<file path="config.mk">
export PLATFORM = sky130hd
export DESIGN_NAME = alu_issue_unit_flat
export DESIGN_NICKNAME = d
export VERILOG_FILES = /design/src/rtl/risc_pkg.sv /design/src/rtl/alu_issue_unit_if.sv /design/src/rtl/alu.sv /design/src/rtl/rsp_fifo2.sv /design/src/rtl/alu_issue_unit.sv /design/src/flat_wrapper.sv
export SDC_FILE = /design/constraint.sdc
export NUM_CORES = 1
export LEC_CHECK = 0
export ABC_AREA = 1
export CORE_UTILIZATION = 50
export CTS_CLUSTER_SIZE = 20
export DETAILED_ROUTE_END_ITERATION = 10
export PLACE_DENSITY_LB_ADDON = 0.1
export SLEW_MARGIN = 20
export SYNTH_ARGS = -nofsm -noshare
export SYNTH_HDL_FRONTEND = slang
export SYNTH_SLANG_ARGS = --single-unit
export TNS_END_PERCENT = 10
</file>
<file path="constraint.sdc">
create_clock -name clk -period 5.7 [get_ports clk]
set_input_delay 1.425 -clock clk [delete_from_list [all_inputs] [get_ports clk]]
set_output_delay 1.425 -clock clk [all_outputs]
set_load 0.02 [all_outputs]
</file>
<file path="src/rtl/risc_pkg.sv">
// Shared definitions for the 16-bit RISC execute path: datapath widths and ALU opcodes.
package risc_pkg;
  localparam int DATA_W = 16;
  localparam int OP_W   = 3;
  localparam int TAG_W  = 4;

  localparam logic [OP_W-1:0] ALU_OP_ADD = 3'd0;
  localparam logic [OP_W-1:0] ALU_OP_SUB = 3'd1;
  localparam logic [OP_W-1:0] ALU_OP_INV = 3'd2;
  localparam logic [OP_W-1:0] ALU_OP_SHL = 3'd3;
  localparam logic [OP_W-1:0] ALU_OP_SHR = 3'd4;
  localparam logic [OP_W-1:0] ALU_OP_AND = 3'd5;
  localparam logic [OP_W-1:0] ALU_OP_OR  = 3'd6;
  localparam logic [OP_W-1:0] ALU_OP_SLT = 3'd7;
endpackage

</file>
<file path="src/rtl/alu_issue_unit_if.sv">
// Request/response bundle between decode, the ALU issue unit and writeback.
// Handshake: a transfer happens on a rising edge where valid && ready; valid never waits on ready, ready never looks at valid.
interface alu_issue_if #(
  parameter int DATA_W = risc_pkg::DATA_W,
  parameter int OP_W   = risc_pkg::OP_W,
  parameter int TAG_W  = risc_pkg::TAG_W
) ();
  logic              req_valid;
  logic              req_ready;
  logic [DATA_W-1:0] req_a;
  logic [DATA_W-1:0] req_b;
  logic [OP_W-1:0]   req_op;
  logic [TAG_W-1:0]  req_tag;
  logic              rsp_valid;
  logic              rsp_ready;
  logic [DATA_W-1:0] rsp_data;
  logic              rsp_zero;
  logic [TAG_W-1:0]  rsp_tag;

  modport slave (
    input  req_valid, req_a, req_b, req_op, req_tag, rsp_ready,
    output req_ready, rsp_valid, rsp_data, rsp_zero, rsp_tag
  );

  modport master (
    output req_valid, req_a, req_b, req_op, req_tag, rsp_ready,
    input  req_ready, rsp_valid, rsp_data, rsp_zero, rsp_tag
  );
endinterface

</file>
<file path="src/rtl/alu.sv">
// Existing combinational 16-bit ALU with zero flag; SLT is a signed compare.
module alu
  import risc_pkg::*;
(
  input  logic [DATA_W-1:0] A,
  input  logic [DATA_W-1:0] B,
  input  logic [OP_W-1:0]   ALU_Sel,
  output logic [DATA_W-1:0] ALU_Out,
  output logic              ZF
);
  always_comb begin
    ALU_Out = '0;
    case (ALU_Sel)
      ALU_OP_ADD: ALU_Out = A + B;
      ALU_OP_SUB: ALU_Out = A - B;
      ALU_OP_INV: ALU_Out = ~A;
      ALU_OP_SHL: ALU_Out = A << B[3:0];
      ALU_OP_SHR: ALU_Out = A >> B[3:0];
      ALU_OP_AND: ALU_Out = A & B;
      ALU_OP_OR:  ALU_Out = A | B;
      ALU_OP_SLT: ALU_Out = {{(DATA_W-1){1'b0}}, ($signed(A) < $signed(B))};
      default:    ALU_Out = '0;
    endcase
  end

  assign ZF = (ALU_Out == '0);
endmodule

</file>
<file path="src/rtl/rsp_fifo2.sv">
// Two-entry result buffer; head is shown combinationally and reads as zero when empty.
module rsp_fifo2 #(
  parameter int W = 21
) (
  input  logic         clk,
  input  logic         rst_n,
  input  logic         wr_en,
  input  logic [W-1:0] wr_data,
  input  logic         rd_en,
  output logic [W-1:0] rd_data,
  output logic         rd_valid,
  output logic [1:0]   count
);
  logic [W-1:0] mem [2];
  logic         wr_ptr;
  logic         rd_ptr;
  logic         do_rd;

  assign rd_valid = (count != 2'd0);
  assign do_rd    = rd_en && rd_valid;
  assign rd_data  = rd_valid ? mem[rd_ptr] : '0;

  // The writer guarantees room (not full, or a read on the same edge), so wr_en is never blocked here.
  always_ff @(posedge clk) begin
    if (!rst_n) begin
      wr_ptr <= 1'b0;
      rd_ptr <= 1'b0;
      count  <= 2'd0;
      mem[0] <= '0;
      mem[1] <= '0;
    end else begin
      if (wr_en) begin
        mem[wr_ptr] <= wr_data;
        wr_ptr      <= ~wr_ptr;
      end
      if (do_rd) rd_ptr <= ~rd_ptr;
      if (wr_en && !do_rd)      count <= count + 2'd1;
      else if (!wr_en && do_rd) count <= count - 2'd1;
    end
  end
endmodule

</file>
<file path="src/rtl/alu_issue_unit.sv">
// Issue stage in front of the ALU: registers one request, evaluates it and queues {result, zero, tag} for writeback.
module alu_issue_unit #(
  parameter int DATA_W = risc_pkg::DATA_W,
  parameter int OP_W   = risc_pkg::OP_W,
  parameter int TAG_W  = risc_pkg::TAG_W
) (
  input  logic                clk,
  input  logic                rst_n,
  alu_issue_if.slave          bus,
  output logic [15:0]         issue_count,
  output logic [1:0]          buf_count
);
  localparam int DEPTH = 2;
  localparam int RSP_W = DATA_W + 1 + TAG_W;

  logic              issue_valid;
  logic [DATA_W-1:0] issue_a;
  logic [DATA_W-1:0] issue_b;
  logic [OP_W-1:0]   issue_op;
  logic [TAG_W-1:0]  issue_tag;
  logic [DATA_W-1:0] alu_out;
  logic              alu_zf;
  logic              room;
  logic              accept;
  logic              buf_wr;
  logic [RSP_W-1:0]  head;

  // A full buffer still has room when the consumer drains the head on the same edge.
  assign room          = (buf_count != 2'(DEPTH)) || bus.rsp_ready;
  assign bus.req_ready = rst_n && (!issue_valid || room);
  assign accept        = bus.req_valid && bus.req_ready;
  assign buf_wr        = issue_valid && room;

  always_ff @(posedge clk) begin
    if (!rst_n) begin
      issue_valid <= 1'b0;
      issue_a     <= '0;
      issue_b     <= '0;
      issue_op    <= '0;
      issue_tag   <= '0;
      issue_count <= 16'd0;
    end else begin
      if (accept) begin
        issue_valid <= 1'b1;
        issue_a     <= bus.req_a;
        issue_b     <= bus.req_b;
        issue_op    <= bus.req_op;
        issue_tag   <= bus.req_tag;
      end else if (buf_wr) begin
        issue_valid <= 1'b0;
      end
      if (buf_wr) issue_count <= issue_count + 16'd1;
    end
  end

  alu u_alu (
    .A       (issue_a),
    .B       (issue_b),
    .ALU_Sel (issue_op),
    .ALU_Out (alu_out),
    .ZF      (alu_zf)
  );

  rsp_fifo2 #(.W(RSP_W)) u_rsp_fifo2 (
    .clk      (clk),
    .rst_n    (rst_n),
    .wr_en    (buf_wr),
    .wr_data  ({alu_out, alu_zf, issue_tag}),
    .rd_en    (bus.rsp_ready),
    .rd_data  (head),
    .rd_valid (bus.rsp_valid),
    .count    (buf_count)
  );

  assign {bus.rsp_data, bus.rsp_zero, bus.rsp_tag} = head;
endmodule

</file>
<file path="src/flat_wrapper.sv">
// flat-port wrapper written by rule: the top's interface ports become plain ports
module alu_issue_unit_flat 
#(
  parameter int DATA_W = risc_pkg::DATA_W,
  parameter int OP_W   = risc_pkg::OP_W,
  parameter int TAG_W  = risc_pkg::TAG_W
)
  (clk, rst_n, issue_count, buf_count, bus_req_valid, bus_req_a, bus_req_b, bus_req_op, bus_req_tag, bus_rsp_ready, bus_req_ready, bus_rsp_valid, bus_rsp_data, bus_rsp_zero, bus_rsp_tag);
  alu_issue_if #(.DATA_W(DATA_W), .OP_W(OP_W), .TAG_W(TAG_W)) bus_i ();
  input  logic clk;
  input  logic rst_n;
  output logic [15:0] issue_count;
  output logic [1:0] buf_count;
  input wire logic [$bits(bus_i.req_valid)-1:0] bus_req_valid;
  input wire logic [$bits(bus_i.req_a)-1:0] bus_req_a;
  input wire logic [$bits(bus_i.req_b)-1:0] bus_req_b;
  input wire logic [$bits(bus_i.req_op)-1:0] bus_req_op;
  input wire logic [$bits(bus_i.req_tag)-1:0] bus_req_tag;
  input wire logic [$bits(bus_i.rsp_ready)-1:0] bus_rsp_ready;
  output wire logic [$bits(bus_i.req_ready)-1:0] bus_req_ready;
  output wire logic [$bits(bus_i.rsp_valid)-1:0] bus_rsp_valid;
  output wire logic [$bits(bus_i.rsp_data)-1:0] bus_rsp_data;
  output wire logic [$bits(bus_i.rsp_zero)-1:0] bus_rsp_zero;
  output wire logic [$bits(bus_i.rsp_tag)-1:0] bus_rsp_tag;
  assign bus_i.req_valid = bus_req_valid;
  assign bus_i.req_a = bus_req_a;
  assign bus_i.req_b = bus_req_b;
  assign bus_i.req_op = bus_req_op;
  assign bus_i.req_tag = bus_req_tag;
  assign bus_i.rsp_ready = bus_rsp_ready;
  assign bus_req_ready = bus_i.req_ready;
  assign bus_rsp_valid = bus_i.rsp_valid;
  assign bus_rsp_data = bus_i.rsp_data;
  assign bus_rsp_zero = bus_i.rsp_zero;
  assign bus_rsp_tag = bus_i.rsp_tag;
  alu_issue_unit #(.DATA_W(DATA_W), .OP_W(OP_W), .TAG_W(TAG_W)) u_core (.clk(clk), .rst_n(rst_n), .bus(bus_i), .issue_count(issue_count), .buf_count(buf_count));
endmodule
</file>
==> results.toml, run 1 <==
[detailed_routing]
num_vias = 8523
routedWlPerCell_um = 15.15
dr.pass1.iters = 5
ant_nets = 0
drc_errors = 0
met1_length_mm = 10.93
drt_iter0_markers = 781
routed_wl_mm = 24.23
top_layer_used = "met4"
wl_met3_mm = 1.661
met2WireLength_mm = 10.59
vias_per_cell = 5.330

[logic_synthesis]
synth.avg_cell_area_um2 = 6.336
async_reset_ff_frac = 0
yosysSeqAreaShare = 0.2950
yosysWarnings = 0
syn-num-nets = 1424
yosys_most_used_dff = "dfxtp_1"
netlist_area_um2 = 8414
synth_edf_count = 42
synthCells = 1328
synth_seq_cells = 103
synth.distinct_cells = 43

[cells_and_area]
layout.nets = 1470
final_core_util = 0.5823
layout-drive-gt1-share = 0.04714
instances_no_fill = 1599
multi_input_area_um2 = 4966
seqCellArea_um2 = 2482
n_antenna_cell = 0
area_growth_pct = 14.35
nFillCells = 1672

[floorplan]
ios = 84
row_count = 47
fp.dieH_um = 131.7
die_w_um = 131.7
fp.dieArea_um2 = 17350
initial_core_util = 0.5092
core_um2 = 16520

[sta]
hold_viol_final = 0
slew_viol_final = 0
relSlewSlack = 0.3241
period_needed_ps = 4389
finalCritPeriodShare = 0.7700
tightestPinTransition_ps = 1008
setup_ws_ps = 1311
final-setup-viol-count = 0
fmax_ghz = 0.2278
skew_ps = 17.80
rsz0062_at_grt = "false"
finalSetupTns_ps = 0

[global_route]
antenna_found_initial = 0
grt_pass1_vias = 7712
track_usage = 0.2857
grt_overflow = 0
grt_pass1_wl_mm = 39.13
grt_max_degree = 79

[flow_run]
drv_cap = 0

[pwr]
p_total_w = 0.002518
leakage_nw = 4.494
ir_drop_mv = 0.1549
power_density_nw_per_um2 = 261.7

[clock_network]
htree_levels = 3
insertion_delay_ps = 370
tritoncts = "built"
post_cts_resized = 0
clock-sinks = 103
post_cts_buffers = 0
root_buffer = "clkbuf_16"
cts_hold_buf = 0
max-clock-path-buffers = 2
cts_buffers = 9
clkSlewWorstSetupHoldPaths_ps = 80

[setup_path]
crit_type = "input port to output port"
cp.arrival_ps = 2960
cp_max_fo = 11
required_ps = 4280
worst-r2r-cell-count = 16
start_kind = "input port"
crit_path_end_kind = "output port"

[run_status]
status = "complete, no violations"

[place]
gp_congestion = 1.017
dpl.cell_count = 1583
pre_cts_ws_ps = 1299
port_buffers = 83
dp_hpwl_mm = 18.76

[worst_hold_path]
whs_path_depth = 1
hold_class = "flip-flop to flip-flop"
## layout by cell type, fill, tap and decap left out, types with 3 or more instances in the layout
cell type,n
a21oi_1,65
and2_1,6
buf_4,10
clkbuf_16,9
clkdlybuf4s50_1,83
clkinv_8,3
dfxtp_1,61
edfxtp_1,42
ha_1,51
inv_1,171
inv_2,6
nand2_1,417
nand2_2,7
nand2_4,4
nand3_1,154
nand3_2,8
nand3b_1,3
nand4_1,18
nor2_1,136
nor2_2,5
nor3_1,12
nor3_2,3
o211ai_1,6
o21ai_0,26
o21ai_1,3
o31ai_1,39
or2_2,3
xor2_1,6
## path summary, 6_finish.rpt
check                                                    end                       from  slack, ps
worst min register to register                     flip-flop  u_core.u_rsp_fifo2.rd_ptr        450
worst max register to register  u_core.u_rsp_fifo2.mem[1][4]          u_core.issue_b[1]       2600
worst min-delay path                               flip-flop  u_core.u_rsp_fifo2.rd_ptr        450
worst max-delay path                           bus_req_ready                      rst_n       1310
## power breakdown
part           internal, W  switching, W  total [W]
clock             0.000316      0.000326   0.000641
combinational     0.000356      0.000648    0.00100
sequential        0.000824     0.0000492   0.000873
total              0.00149       0.00102    0.00252
## logic make-up (layout without fill, tap and decap cells)
family          after synthesis  count (layout)  synth area share
simple gates                781             781            0.3990
buf+inv                     238             289            0.1160
compound gates              146             146            0.1022
flops                       103             103            0.2950
fa+ha+maj                    53              53           0.08059
xor+xnor                      7               7          0.007286
## critical path: stages
cell and delay (ps):
clkdlybuf4s50_1 720, inv_1 100, nor2_1 110, clkdlybuf4s50_1 600
## synth_stat cells (18+ instances only)
library cell | number | area share
nand3_1 | 154 | 0.092
clkbuf_1 | 22 | 0.0098
o31ai_1 | 39 | 0.035
nand4_1 | 18 | 0.013
edfxtp_1 | 42 | 0.15
dfxtp_1 | 61 | 0.15
inv_1 | 171 | 0.076
o21ai_0 | 26 | 0.015
nand2_1 | 417 | 0.19
ha_1 | 51 | 0.076
a21oi_1 | 65 | 0.039
nor2_1 | 136 | 0.061
buf_2 | 24 | 0.014
## sequential cells by signal (all words and copies together), names as in the netlist, named ones only
name	flops
u_core.u_rsp_fifo2.mem	42
u_core.issue_a	16
u_core.issue_b	16
u_core.issue_count	16
u_core.issue_tag	4
u_core.issue_op	3
u_core.u_rsp_fifo2.count	2
u_core.issue_valid	1
u_core.u_rsp_fifo2.rd_ptr	1
u_core.u_rsp_fifo2.wr_ptr	1
## metrics by stage
stage / instance area, um^2 / hold slack, ps
CTS: 9622 / 451.4
global placement: 9308 / 436.3
global route: 9622 / 505.4
detailed placement: 9308 / 441.8
floorplan: 8414 / 425.8
finish: 9622 / 452.9
## final cells by class
cell class	count	share of cell area
Multi-Input combinational cell	987	0.5161
Clock inverter	7	0.009233
Inverter	180	0.07048
Timing Repair Buffer	93	0.09415
Sequential cell	103	0.2580
Tap cell	220	0.02861
Clock buffer	9	0.02341
## metal layers
layer	track usage	vias up
li1	-	4353
met3	0.03858	56
met4	0.1344	0
met2	0.4400	310
met5	0	-
met1	0.3957	3804
Note: power is estimated with default switching activity, not from simulation.
==> run 2: changes to the inputs <==
==> constraint.sdc (replaced) <==
create_clock -name clk -period 4.2 [get_ports clk]
set_input_delay 1.05 -clock clk [delete_from_list [all_inputs] [get_ports clk]]
set_output_delay 1.05 -clock clk [all_outputs]
set_load 0.02 [all_outputs]
==> run 2 against run 1 <==
  * Die area unchanged
  * Cell area up 0.30%
  * Register-to-register slack worse by 1300 ps
  * Via count down 0.13%
  * Critical path type unchanged
==> results.toml, run 2 (synthesized netlist as in run 1, its figures left out) <==
[cells_and_area]
seqCellArea_um2 = 2482
multi_input_area_um2 = 4966
layout.nets = 1474
largest_reg_flops = 42
largest_register = "u_core.u_rsp_fifo2.mem"
instances_no_fill = 1603
layout_commonest_cell = "nand2_1"
area_growth_pct = 14.69
final_area_um2 = 9651
nFillCells = 1676
n_antenna_cell = 0
final_cell_mix = "nand2_1, inv_1, nand3_1"
layout-drive-gt1-share = 0.04989
final_core_util = 0.5840

[clock_network]
cts_buffers = 9
post_cts_buffers = 0
htree_levels = 3
tritoncts = "built"
clock-sinks = 103
clkSlewWorstSetupHoldPaths_ps = 80
cts_hold_buf = 0
max-clock-path-buffers = 2
root_buffer = "clkbuf_16"
post_cts_resized = 0
insertion_delay_ps = 370

[sta]
fmax_ghz = 0.2820
skew_ps = 15.17
rsz0062_at_grt = "false"
tightestPinTransition_ps = 953.7
slew_viol_final = 0
finalCritPeriodShare = 0.8442
relSlewSlack = 0.3607
finalSetupTns_ps = 0
period_needed_ps = 3546
final-setup-viol-count = 0
holdWs_ps = 465.2
hold_viol_final = 0

[setup_path]
crit_cells = 6
reg2reg_to = "u_core.u_rsp_fifo2.mem[1][4]"
r2r_start = "u_core.issue_b[0]"
crit_path_end_kind = "output port"
slowest_delay_ps = 610
cp.arrival_ps = 2500
crit_type = "input port to output port"
critPathTopFamily = "buffers and inverters"
required_ps = 3150
critical_path_buf_inv_count = 4
crit_start = "bus_rsp_ready"
worst-r2r-cell-count = 16
worstSetupEndpoint = "bus_req_ready"
crit_path_cell_trace = "clkdlybuf4s50_1 > inv_1 > nand4_1 > inv_1 > nor2_1 > clkdlybuf4s50_1"
worst-r2r-setup-slack_ps = 1260
cp_max_fo = 3
start_kind = "input port"
cpMaxStageDelayCell = "clkdlybuf4s50_1"

[worst_hold_path]
hold_class = "flip-flop to flip-flop"

[pwr]
power_density_nw_per_um2 = 352.7
leakage_nw = 4.510
ir_drop_mv = 0.1923

[floorplan]
core_um2 = 16520
fp.dieH_um = 131.7
fp.dieArea_um2 = 17350
row_count = 47
initial_core_util = 0.5092
ios = 84
die_w_um = 131.7

[detailed_routing]
vias_per_cell = 5.310
drc_errors = 0
dr.pass1.iters = 6
routedWlPerCell_um = 15.14
drt_iter0_markers = 801
ant_nets = 0
num_vias = 8512
routed_wl_mm = 24.27

[place]
dpl.cell_count = 1587
port_buffers = 83
placedInstanceArea_um2 = 9350
gp_congestion = 0.9436
dp_hpwl_mm = 18.93

[global_route]
grt_pass1_vias = 7493
antenna_found_initial = 1
grt_overflow = 0
grt_max_degree = 79
grt_pass1_wl_mm = 38.58
track_usage = 0.2830

[flow_run]
drv_cap = 0

[run_status]
status = "complete, no violations"
==> run 2: cell types whose count changed in the layout (fill, tap and decap cells not counted), sizes merged <==
cell	previous run	this run
buf	10	14
clkbuf	9	10
inv	180	181
clkinvlp	0	1
clkinv	7	4
==> run 2: worst min path at each step <==
stage,start,end,cells after the start
after global placement,u_core.u_rsp_fifo2.rd_ptr,u_core.u_rsp_fifo2.rd_ptr,1
after detailed placement,u_core.u_rsp_fifo2.rd_ptr,flip-flop,1
final,u_core.u_rsp_fifo2.rd_ptr,u_core.u_rsp_fifo2.rd_ptr,1
after CTS,u_core.u_rsp_fifo2.rd_ptr,u_core.u_rsp_fifo2.rd_ptr,1
after global routing,u_core.u_rsp_fifo2.rd_ptr,u_core.u_rsp_fifo2.rd_ptr,1
after floorplan,u_core.u_rsp_fifo2.rd_ptr,flip-flop,1
==> run 2: final cells by class <==
cell class | instances | area share
multi-input combinational | 987 | 0.5146
clock buffer | 10 | 0.02476
tap | 220 | 0.02852
timing repair buffer | 97 | 0.09828
clock inverter | 6 | 0.006353
sequential | 103 | 0.2572
inverter | 180 | 0.07027
==> run 2: per-stage QoR <==
stage / total power (W) / setup WS, ps
after detailed placement: 0.002554 / 651.9
after global placement: 0.002541 / 682.3
after CTS: 0.003403 / 650.5
after global routing: 0.003614 / 617.3
final: 0.003404 / 654.4
after floorplan: 0.002104 / 1089
==> run 2: layer usage <==
layer,global-route usage,share of wire,vias to the layer above
li1,-,-,4367
met1,0.3926,0.47,3774
met2,0.4327,0.43,311
met3,0.04475,0.064,58
met4,0.1279,0.037,2
met5,0,0.00054,-
==> run 2: power breakdown <==
part           internal (W)  switching, W
Clock              0.000433      0.000416
Sequential          0.00112     0.0000727
Combinational      0.000486      0.000878
